### config.mk
export PLATFORM = sky130hd
export DESIGN_NAME = inst_buffer_flat
export DESIGN_NICKNAME = d
export VERILOG_FILES = /design/src/rtl/inst_buffer_pkg.sv /design/src/rtl/inst_buffer_if.sv /design/src/rtl/inst_buffer.sv /design/src/flat_wrapper.sv
export SDC_FILE = /design/constraint.sdc
export NUM_CORES = 1
export LEC_CHECK = 0
export ABC_AREA = 1
export CAP_MARGIN = 5
export CORE_MARGIN = 2
export CORE_UTILIZATION = 63
export DETAILED_ROUTE_END_ITERATION = 16
export HOLD_SLACK_MARGIN = 0.05
export PLACE_DENSITY = 0.89
export SYNTH_ARGS = -nofsm -noshare
export SYNTH_HDL_FRONTEND = slang
export SYNTH_SLANG_ARGS = --single-unit
### constraint.sdc
create_clock -name clk -period 7.3 [get_ports clk]
set_input_delay 0.73 -clock clk [delete_from_list [all_inputs] [get_ports clk]]
set_output_delay 0.73 -clock clk [all_outputs]
set_load 0.005 [all_outputs]
### src/rtl/inst_buffer_pkg.sv
// Shared definitions for the instruction buffer: buffer sizing defaults,
// exception flag positions, cause codes and the stored entry layout.
package inst_buffer_pkg;

    localparam int unsigned IB_DEPTH = 8;
    localparam int unsigned IB_AFULL = 6;

    localparam int unsigned XLEN    = 32;
    localparam int unsigned EXC_W   = 3;
    localparam int unsigned CAUSE_W = 7;

    // Bit positions inside is_exception = {decoder, instbuffer, pc}
    localparam int unsigned EXC_BIT_DECODER    = 2;
    localparam int unsigned EXC_BIT_INSTBUFFER = 1;
    localparam int unsigned EXC_BIT_PC         = 0;

    localparam logic [CAUSE_W-1:0] EXCEPTION_INE = 7'h0D;

    // 74-bit buffered fetch entry
    typedef struct packed {
        logic [XLEN-1:0]    pc;
        logic [XLEN-1:0]    inst;
        logic [EXC_W-1:0]   is_exception;
        logic [CAUSE_W-1:0] cause;
    } ib_entry_t;

endpackage

### src/rtl/inst_buffer_if.sv
// Fetch-side and decode-side signal bundle of the instruction buffer.
interface inst_buffer_if;
    import inst_buffer_pkg::*;

    logic               flush;
    logic               fetch_valid;
    logic [XLEN-1:0]    fetch_pc;
    logic [XLEN-1:0]    fetch_inst;
    logic [EXC_W-1:0]   fetch_is_exception;
    logic [CAUSE_W-1:0] fetch_pc_exception_cause;
    logic               fetch_stall;
    logic               decode_ready;
    logic               out_valid;
    logic [XLEN-1:0]    out_pc;
    logic [XLEN-1:0]    out_inst;
    logic [EXC_W-1:0]   out_is_exception;
    logic [CAUSE_W-1:0] out_pc_exception_cause;
    logic [CAUSE_W-1:0] out_instbuffer_exception_cause;

    modport master (
        output flush, fetch_valid, fetch_pc, fetch_inst, fetch_is_exception,
               fetch_pc_exception_cause, decode_ready,
        input  fetch_stall, out_valid, out_pc, out_inst, out_is_exception,
               out_pc_exception_cause, out_instbuffer_exception_cause
    );

    modport slave (
        input  flush, fetch_valid, fetch_pc, fetch_inst, fetch_is_exception,
               fetch_pc_exception_cause, decode_ready,
        output fetch_stall, out_valid, out_pc, out_inst, out_is_exception,
               out_pc_exception_cause, out_instbuffer_exception_cause
    );

endinterface

### src/rtl/inst_buffer.sv
// First-word fall-through instruction buffer between fetch and decode,
// with almost-full fetch stall and single-cycle flush.
module inst_buffer
    import inst_buffer_pkg::*;
#(
    parameter int unsigned DEPTH       = IB_DEPTH,
    parameter int unsigned AFULL_LEVEL = IB_AFULL
) (
    input  logic          clk,
    input  logic          rst,
    inst_buffer_if.slave  ib
);

    localparam int unsigned PTR_W = $clog2(DEPTH);
    localparam int unsigned CNT_W = PTR_W + 1;

    logic [PTR_W-1:0] wr_ptr;
    logic [PTR_W-1:0] rd_ptr;
    logic [CNT_W-1:0] count;
    ib_entry_t        mem [DEPTH];
    ib_entry_t        head;
    ib_entry_t        wr_entry;
    logic             push;
    logic             pop;
    logic             not_empty;

    assign not_empty = (count != '0);
    assign push      = ib.fetch_valid && (count < CNT_W'(DEPTH)) && !ib.flush;
    assign pop       = not_empty && ib.decode_ready && !ib.flush;

    assign wr_entry = '{
        pc:           ib.fetch_pc,
        inst:         ib.fetch_inst,
        is_exception: ib.fetch_is_exception,
        cause:        ib.fetch_pc_exception_cause
    };

    // Storage is left unreset; it is only observed while count is non-zero
    always_ff @(posedge clk) begin
        if (push) begin
            mem[wr_ptr] <= wr_entry;
        end
    end

    // Pointer and occupancy bookkeeping; flush outranks push and pop
    always_ff @(posedge clk or posedge rst) begin
        if (rst) begin
            wr_ptr <= '0;
            rd_ptr <= '0;
            count  <= '0;
        end else if (ib.flush) begin
            wr_ptr <= '0;
            rd_ptr <= '0;
            count  <= '0;
        end else begin
            if (push) begin
                wr_ptr <= wr_ptr + PTR_W'(1);
            end
            if (pop) begin
                rd_ptr <= rd_ptr + PTR_W'(1);
            end
            if (push && !pop) begin
                count <= count + CNT_W'(1);
            end else if (pop && !push) begin
                count <= count - CNT_W'(1);
            end
        end
    end

    assign head = mem[rd_ptr];

    // Head entry falls through combinationally and reads as zero when empty
    always_comb begin
        ib.out_valid              = not_empty;
        ib.out_pc                 = '0;
        ib.out_inst               = '0;
        ib.out_is_exception       = '0;
        ib.out_pc_exception_cause = '0;
        if (not_empty) begin
            ib.out_pc                 = head.pc;
            ib.out_inst               = head.inst;
            ib.out_is_exception       = head.is_exception;
            ib.out_pc_exception_cause = head.cause;
        end
    end

    assign ib.fetch_stall                    = (count >= CNT_W'(AFULL_LEVEL));
    assign ib.out_instbuffer_exception_cause = EXCEPTION_INE;

endmodule

### src/flat_wrapper.sv
// flat-port wrapper written by rule: the top's interface ports become plain ports
module inst_buffer_flat import inst_buffer_pkg::*;
#(
    parameter int unsigned DEPTH       = IB_DEPTH,
    parameter int unsigned AFULL_LEVEL = IB_AFULL
)
  (clk, rst, ib_flush, ib_fetch_valid, ib_fetch_pc, ib_fetch_inst, ib_fetch_is_exception, ib_fetch_pc_exception_cause, ib_decode_ready, ib_fetch_stall, ib_out_valid, ib_out_pc, ib_out_inst, ib_out_is_exception, ib_out_pc_exception_cause, ib_out_instbuffer_exception_cause);
  inst_buffer_if ib_i ();
  input  logic clk;
  input  logic rst;
  input wire logic [$bits(ib_i.flush)-1:0] ib_flush;
  input wire logic [$bits(ib_i.fetch_valid)-1:0] ib_fetch_valid;
  input wire logic [$bits(ib_i.fetch_pc)-1:0] ib_fetch_pc;
  input wire logic [$bits(ib_i.fetch_inst)-1:0] ib_fetch_inst;
  input wire logic [$bits(ib_i.fetch_is_exception)-1:0] ib_fetch_is_exception;
  input wire logic [$bits(ib_i.fetch_pc_exception_cause)-1:0] ib_fetch_pc_exception_cause;
  input wire logic [$bits(ib_i.decode_ready)-1:0] ib_decode_ready;
  output wire logic [$bits(ib_i.fetch_stall)-1:0] ib_fetch_stall;
  output wire logic [$bits(ib_i.out_valid)-1:0] ib_out_valid;
  output wire logic [$bits(ib_i.out_pc)-1:0] ib_out_pc;
  output wire logic [$bits(ib_i.out_inst)-1:0] ib_out_inst;
  output wire logic [$bits(ib_i.out_is_exception)-1:0] ib_out_is_exception;
  output wire logic [$bits(ib_i.out_pc_exception_cause)-1:0] ib_out_pc_exception_cause;
  output wire logic [$bits(ib_i.out_instbuffer_exception_cause)-1:0] ib_out_instbuffer_exception_cause;
  assign ib_i.flush = ib_flush;
  assign ib_i.fetch_valid = ib_fetch_valid;
  assign ib_i.fetch_pc = ib_fetch_pc;
  assign ib_i.fetch_inst = ib_fetch_inst;
  assign ib_i.fetch_is_exception = ib_fetch_is_exception;
  assign ib_i.fetch_pc_exception_cause = ib_fetch_pc_exception_cause;
  assign ib_i.decode_ready = ib_decode_ready;
  assign ib_fetch_stall = ib_i.fetch_stall;
  assign ib_out_valid = ib_i.out_valid;
  assign ib_out_pc = ib_i.out_pc;
  assign ib_out_inst = ib_i.out_inst;
  assign ib_out_is_exception = ib_i.out_is_exception;
  assign ib_out_pc_exception_cause = ib_i.out_pc_exception_cause;
  assign ib_out_instbuffer_exception_cause = ib_i.out_instbuffer_exception_cause;
  inst_buffer #(.DEPTH(DEPTH), .AFULL_LEVEL(AFULL_LEVEL)) u_core (.clk(clk), .rst(rst), .ib(ib_i));
endmodule
======== Word-level counts from Yosys, hierarchy flattened ========
Memory sizes are Yosys's and may differ from the RTL's.
Index checks and enable logic that the tools add are counted.
word-level totals
  bits of input ports ..................... 79
  output and inout port bits .............. 83
  memories ................................ 1
  register bits ........................... 10
  RAM bits ................................ 592
operators by class
  reduce and logical (&&, ||, !) cells .... 13
  $lt $le $gt $ge ......................... 2
  muxes and demuxes ....................... 13
  add/subtract/negate cells ............... 4
memory list
  name        words  bits a word  rd ports  clocked after Yosys merged registers in  wr ports  RTL line           text
  u_core.mem  8      74           1         0                                        1         inst_buffer.sv:20  ib_entry_t mem [DEPTH];
operators with widths
  kind                                                                                 count
  32-bit 2-to-1 mux                                                                    2
  3-bit 2-to-1 mux                                                                     5
  4-bit 2-to-1 mux                                                                     3
  7-bit 2-to-1 mux                                                                     1
  3-bit by 1-bit adder with 3-bit output, second input constant                        2
  1-bit logical AND                                                                    6
  4-bit by 1-bit adder with 4-bit output, second input constant                        1
  4-bit by 3-bit greater-or-equal comparator with 1-bit output, second input constant  1
  4-bit < comparator, second input constant                                            1
  2-bit nonzero test                                                                   2
  4-bit nonzero test                                                                   1
  4-bit by 1-bit subtractor with 4-bit output, second input constant                   1
  1-bit zero test                                                                      3
  3-bit nonzero test                                                                   1
  1-bit 2-to-1 mux                                                                     2

======== Longest topological paths before layout ========
  depth in word-level cells ............... 8
  depth in mapped cells ................... 11
  gate-level depth less buffers ........... 11

======== Least setup slack after synthesis ========
Ideal clock, no wire load.
  path kind ............................... input -> register
  start ................................... input port ib_flush
  end ..................................... memory u_core.mem[0][0] (netlist bit), enable pin
  setup slack ............................. 2.607 ns
  stages .................................. 5
  arrival ................................. 4.186 ns
  required time ........................... 6.793 ns
  library setup time ...................... 0.507 ns
  cell sequence ........................... inv_2 > nand3_1 > inv_1 > nand2_1 > nor2_1
on the way
  longest elaborated chain between the ends .. 4
ends and longest elaborated chain
  element                                 RTL line            text
  from (decl)                             flat_wrapper.sv:11  input wire logic [$bits(ib_i.flush)-1:0] ib_flush;
  1-bit zero test                         inst_buffer.sv:28   assign push = ib.fetch_valid && (count < CNT_W'(DEPTH)) && !ib.flush;
  1-bit logical AND                       inst_buffer.sv:28
  1-bit 2-to-1 mux                        inst_buffer.sv:40   if (push) begin
  1-bit 2-to-1 mux (not written as such)  inst_buffer.sv:41   mem[wr_ptr] <= wr_entry;
  to (decl)                               inst_buffer.sv:20
No other way between the ends.

======== Worst setup path after layout ========
  start ................................... register u_core.rd_ptr[0]
  end ..................................... output port ib_out_is_exception[1]
on the way
  longest elaborated chain between the ends .. 2
ends and longest elaborated chain
  element                 RTL line            text
  from (decl)             inst_buffer.sv:18   logic [PTR_W-1:0] rd_ptr;
  from (signal assigned)  inst_buffer.sv:60   rd_ptr <= rd_ptr + PTR_W'(1);
  memory read 8 x 74 bit  n/a
  3-bit 2-to-1 mux        inst_buffer.sv:79   if (not_empty) begin
  to (decl)               flat_wrapper.sv:22  output wire logic [$bits(ib_i.out_is_exception)-1:0] ib_out_is_exception;
No other way between the ends.

==> results.toml <==
[grt]
grt_first_pass_wirelength_um = 82280
gr-total-overflow = 0
antenna_found_initial = 3
grt_util_all_layers = 0.2728
first_global_vias = 15440
grt_max_degree = 189

[clocking]
postCtsSetupRepairBufs = 0
cts.clk_slew.worst_paths_ns = 0.06
htreeDepth = 2
cts-resized-gates = 0
clk_latency_ns = 0.59
cts_buffers = 56
postCtsHoldBufs = 0
tritoncts = "done"
cts_buffer_depth = 3
cts.sinks = 602
clockRootBuffer = "clkbuf_16"

[yosys]
synth_seq_cells = 602
synth_area_um2 = 24200
yosysWarnings = 0
yosys.area.top_type = "edfxtp_1"
synth.top_cell.area_share = 0.7345
synth_cells = 1924
synth_cell_types = 25
synth.area.top_cells = "edfxtp_1 73%, nor2_1 8.6%, o21ai_1 7.0%"
seq_area_frac_synth = 0.7448
avgSynthCellArea_um2 = 12.58

[die]
core_area_um2 = 37760
rows = 71
die_w_um = 200.0
dieArea_um2 = 40000
start_util = 0.6411
die_h_um = 200.0
ioPinCount = 162

[cells_and_area]
nets = 2120
final_common_cell = "edfxtp_1"
finalNonFillerCells = 2598
final_layout_size_suffix_gt1_frac = 0.08109
layout_common_cells = "592 x edfxtp_1, 546 x nor2_1, 339 x o21ai_1"
area.growth.synth_to_final_pct = 13.90

[routing]
drcViolationCount = 0
drt-initial-drc-count = 1849
via_per_inst = 5.985
first_pass_iters = 8
ant_nets = 0
wire_per_inst_um = 20.70
vias = 15548
wl_um = 53790

[power]
power_frac_seq = 0.436
clkPwrFrac = 0.299
p_comb_frac = 0.266
vdd_drop_max_mv = 0.3484
cellLeakagePower_nw = 9.082
switching_share = 0.2957
switchingPower_mw = 2.685
p_int_mw = 6.395
p_total_mw = 9.080
powerDensity_nw_per_um2 = 329.4

[timing]
fin_crit_ns = 5.178
holdWs_ns = 0.4353
slew_viol_final = 0
fin_worst_skew_ns = 0.01603
maxSlewHeadroom = 0.1867
max_freq_mhz = 193.1
worstMarginPinSlew_ns = 1.218
fin_tns_setup_ns = 0
setup_viol = 0
rsz0062_at_grt = "false"
hold_viol_final = 0
period_share = 0.7093

[critical_path]
critical_path.max_stage_delay_ns = 0.98
timing.critical_path.mode_cell = "nor2_1"
critPathRequiredTime_ns = 6.57
rrSetupSlack_ns = 4.10
cp_slowest_cell = "buf_4"
arrival_ns = 4.45
reg2regPathDepth = 6
worstPathMaxFanout = 104
critPathCaptureType = "output port"
reg2reg_to = "u_core.mem[1][14]"
start_kind = "flip-flop"
critical_path_class = "flip-flop to output port"
worstPathCellList = "buf_4, buf_4, nor2_1, nor2_1, o21ai_1, o21ai_1, nor2_1, nor2_1, clkdlybuf4s50_1"
worstReg2RegStart = "u_core.count[3]"

[place]
dp_hpwl_um = 26810
io_buffers = 154
place_inst = 2488
place_congestion = 0.7347

[worst_hold_path]
holdCritPathClass = "input port to asynchronous set/reset pin"

[job]
drv_cap = 0

[status]
status = "complete, no violations"
[layer usage]
metal | vias up | wire length [um] | global-route usage
li1 | 7067 | - | -
met1 | 7522 | 20330 | 0.3633
met2 | 829 | 26670 | 0.4554
met3 | 126 | 5268 | 0.04637
met4 | 4 | 1498 | 0.1081
met5 | - | 25 | 0
[synthesized netlist by cell type (all sizes together)]
| master | n |
|---|---|
| o22ai | 2 |
| dfrtp | 10 |
| a21oi | 3 |
| fa | 1 |
| nand3 | 7 |
| o21ai | 525 |
| buf | 81 |
| nor2 | 604 |
| nor3 | 2 |
| conb | 2 |
| inv | 18 |
| clkbuf | 48 |
| nand2 | 24 |
| xor2 | 1 |
| edfxtp | 592 |
| ha | 4 |
[critical path: cells and delay by family, from the launching register on]
kind	cells	cell delay, ns
compound gates	2	0.21
flops	1	0.62
simple gates	4	0.56
buf+inv	3	2.37
[metrics by stage]
stage / area, um2 / utilization / setup slack (ns)
finish: 27570 / 0.7302 / 2.122
detailed placement: 25830 / 0.6841 / 2.778
floorplan: 24220 / - / 2.607
global placement: 25830 / 0.6841 / 2.854
CTS: 27540 / 0.7294 / 2.148
global route: 27560 / 0.7300 / 1.804
[flip-flops by register name, summed over array words and instances, names as in the netlist]
name	flops
u_core.mem	592
u_core.count	4
u_core.rd_ptr	3
u_core.wr_ptr	3
[cells by family after synthesis]
family | after synthesis | synth area share
and+or+nand+nor | 637 | 0.1044
DFF | 602 | 0.7448
AOI/OAI and AO/OA | 530 | 0.1097
buffers and inverters | 147 | 0.03753
adders and majority gates | 5 | 0.002895
other | 2 | 0.0003103
xor gates and xnor gates | 1 | 0.0003619
[power by group through the flow]
stage,clock [mW],combinational [mW],sequential [mW]
final,2.71,2.41,3.96
after global routing,2.87,2.66,3.96
after CTS,2.74,2.40,3.96
after detailed placement,0,2.37,4.03
after global placement,0,2.27,4.02
after floorplan,0,1.44,4.01
[worst max path at each step]
| stage | from | to | slack (ns) | cells past startpoint |
|---|---|---|---|---|
| floorplan | ib_flush | u_core.mem[0][0] | 2.61 | 5 |
| finish | u_core.rd_ptr[0] | ib_out_is_exception[1] | 2.12 | 9 |
| global placement | u_core.rd_ptr[0] | ib_out_pc[0] | 2.85 | 9 |
| detailed placement | u_core.rd_ptr[0] | ib_out_pc[0] | 2.78 | 7 |
| CTS | u_core.rd_ptr[0] | ib_out_pc[17] | 2.15 | 7 |
| global route | u_core.rd_ptr[0] | ib_out_pc[17] | 1.80 | 7 |
[layout make-up]
class,count,area [um2]
timing repair buffer,178,1747
fill,2204,10190
sequential,602,18040
clock inverter,39,249.0
multi-input combinational,1180,5350
antenna,3,7.507
inverter,18,75.07
tap,511,639.4
clock buffer,67,1464
Power figures use the tool's default switching activity.
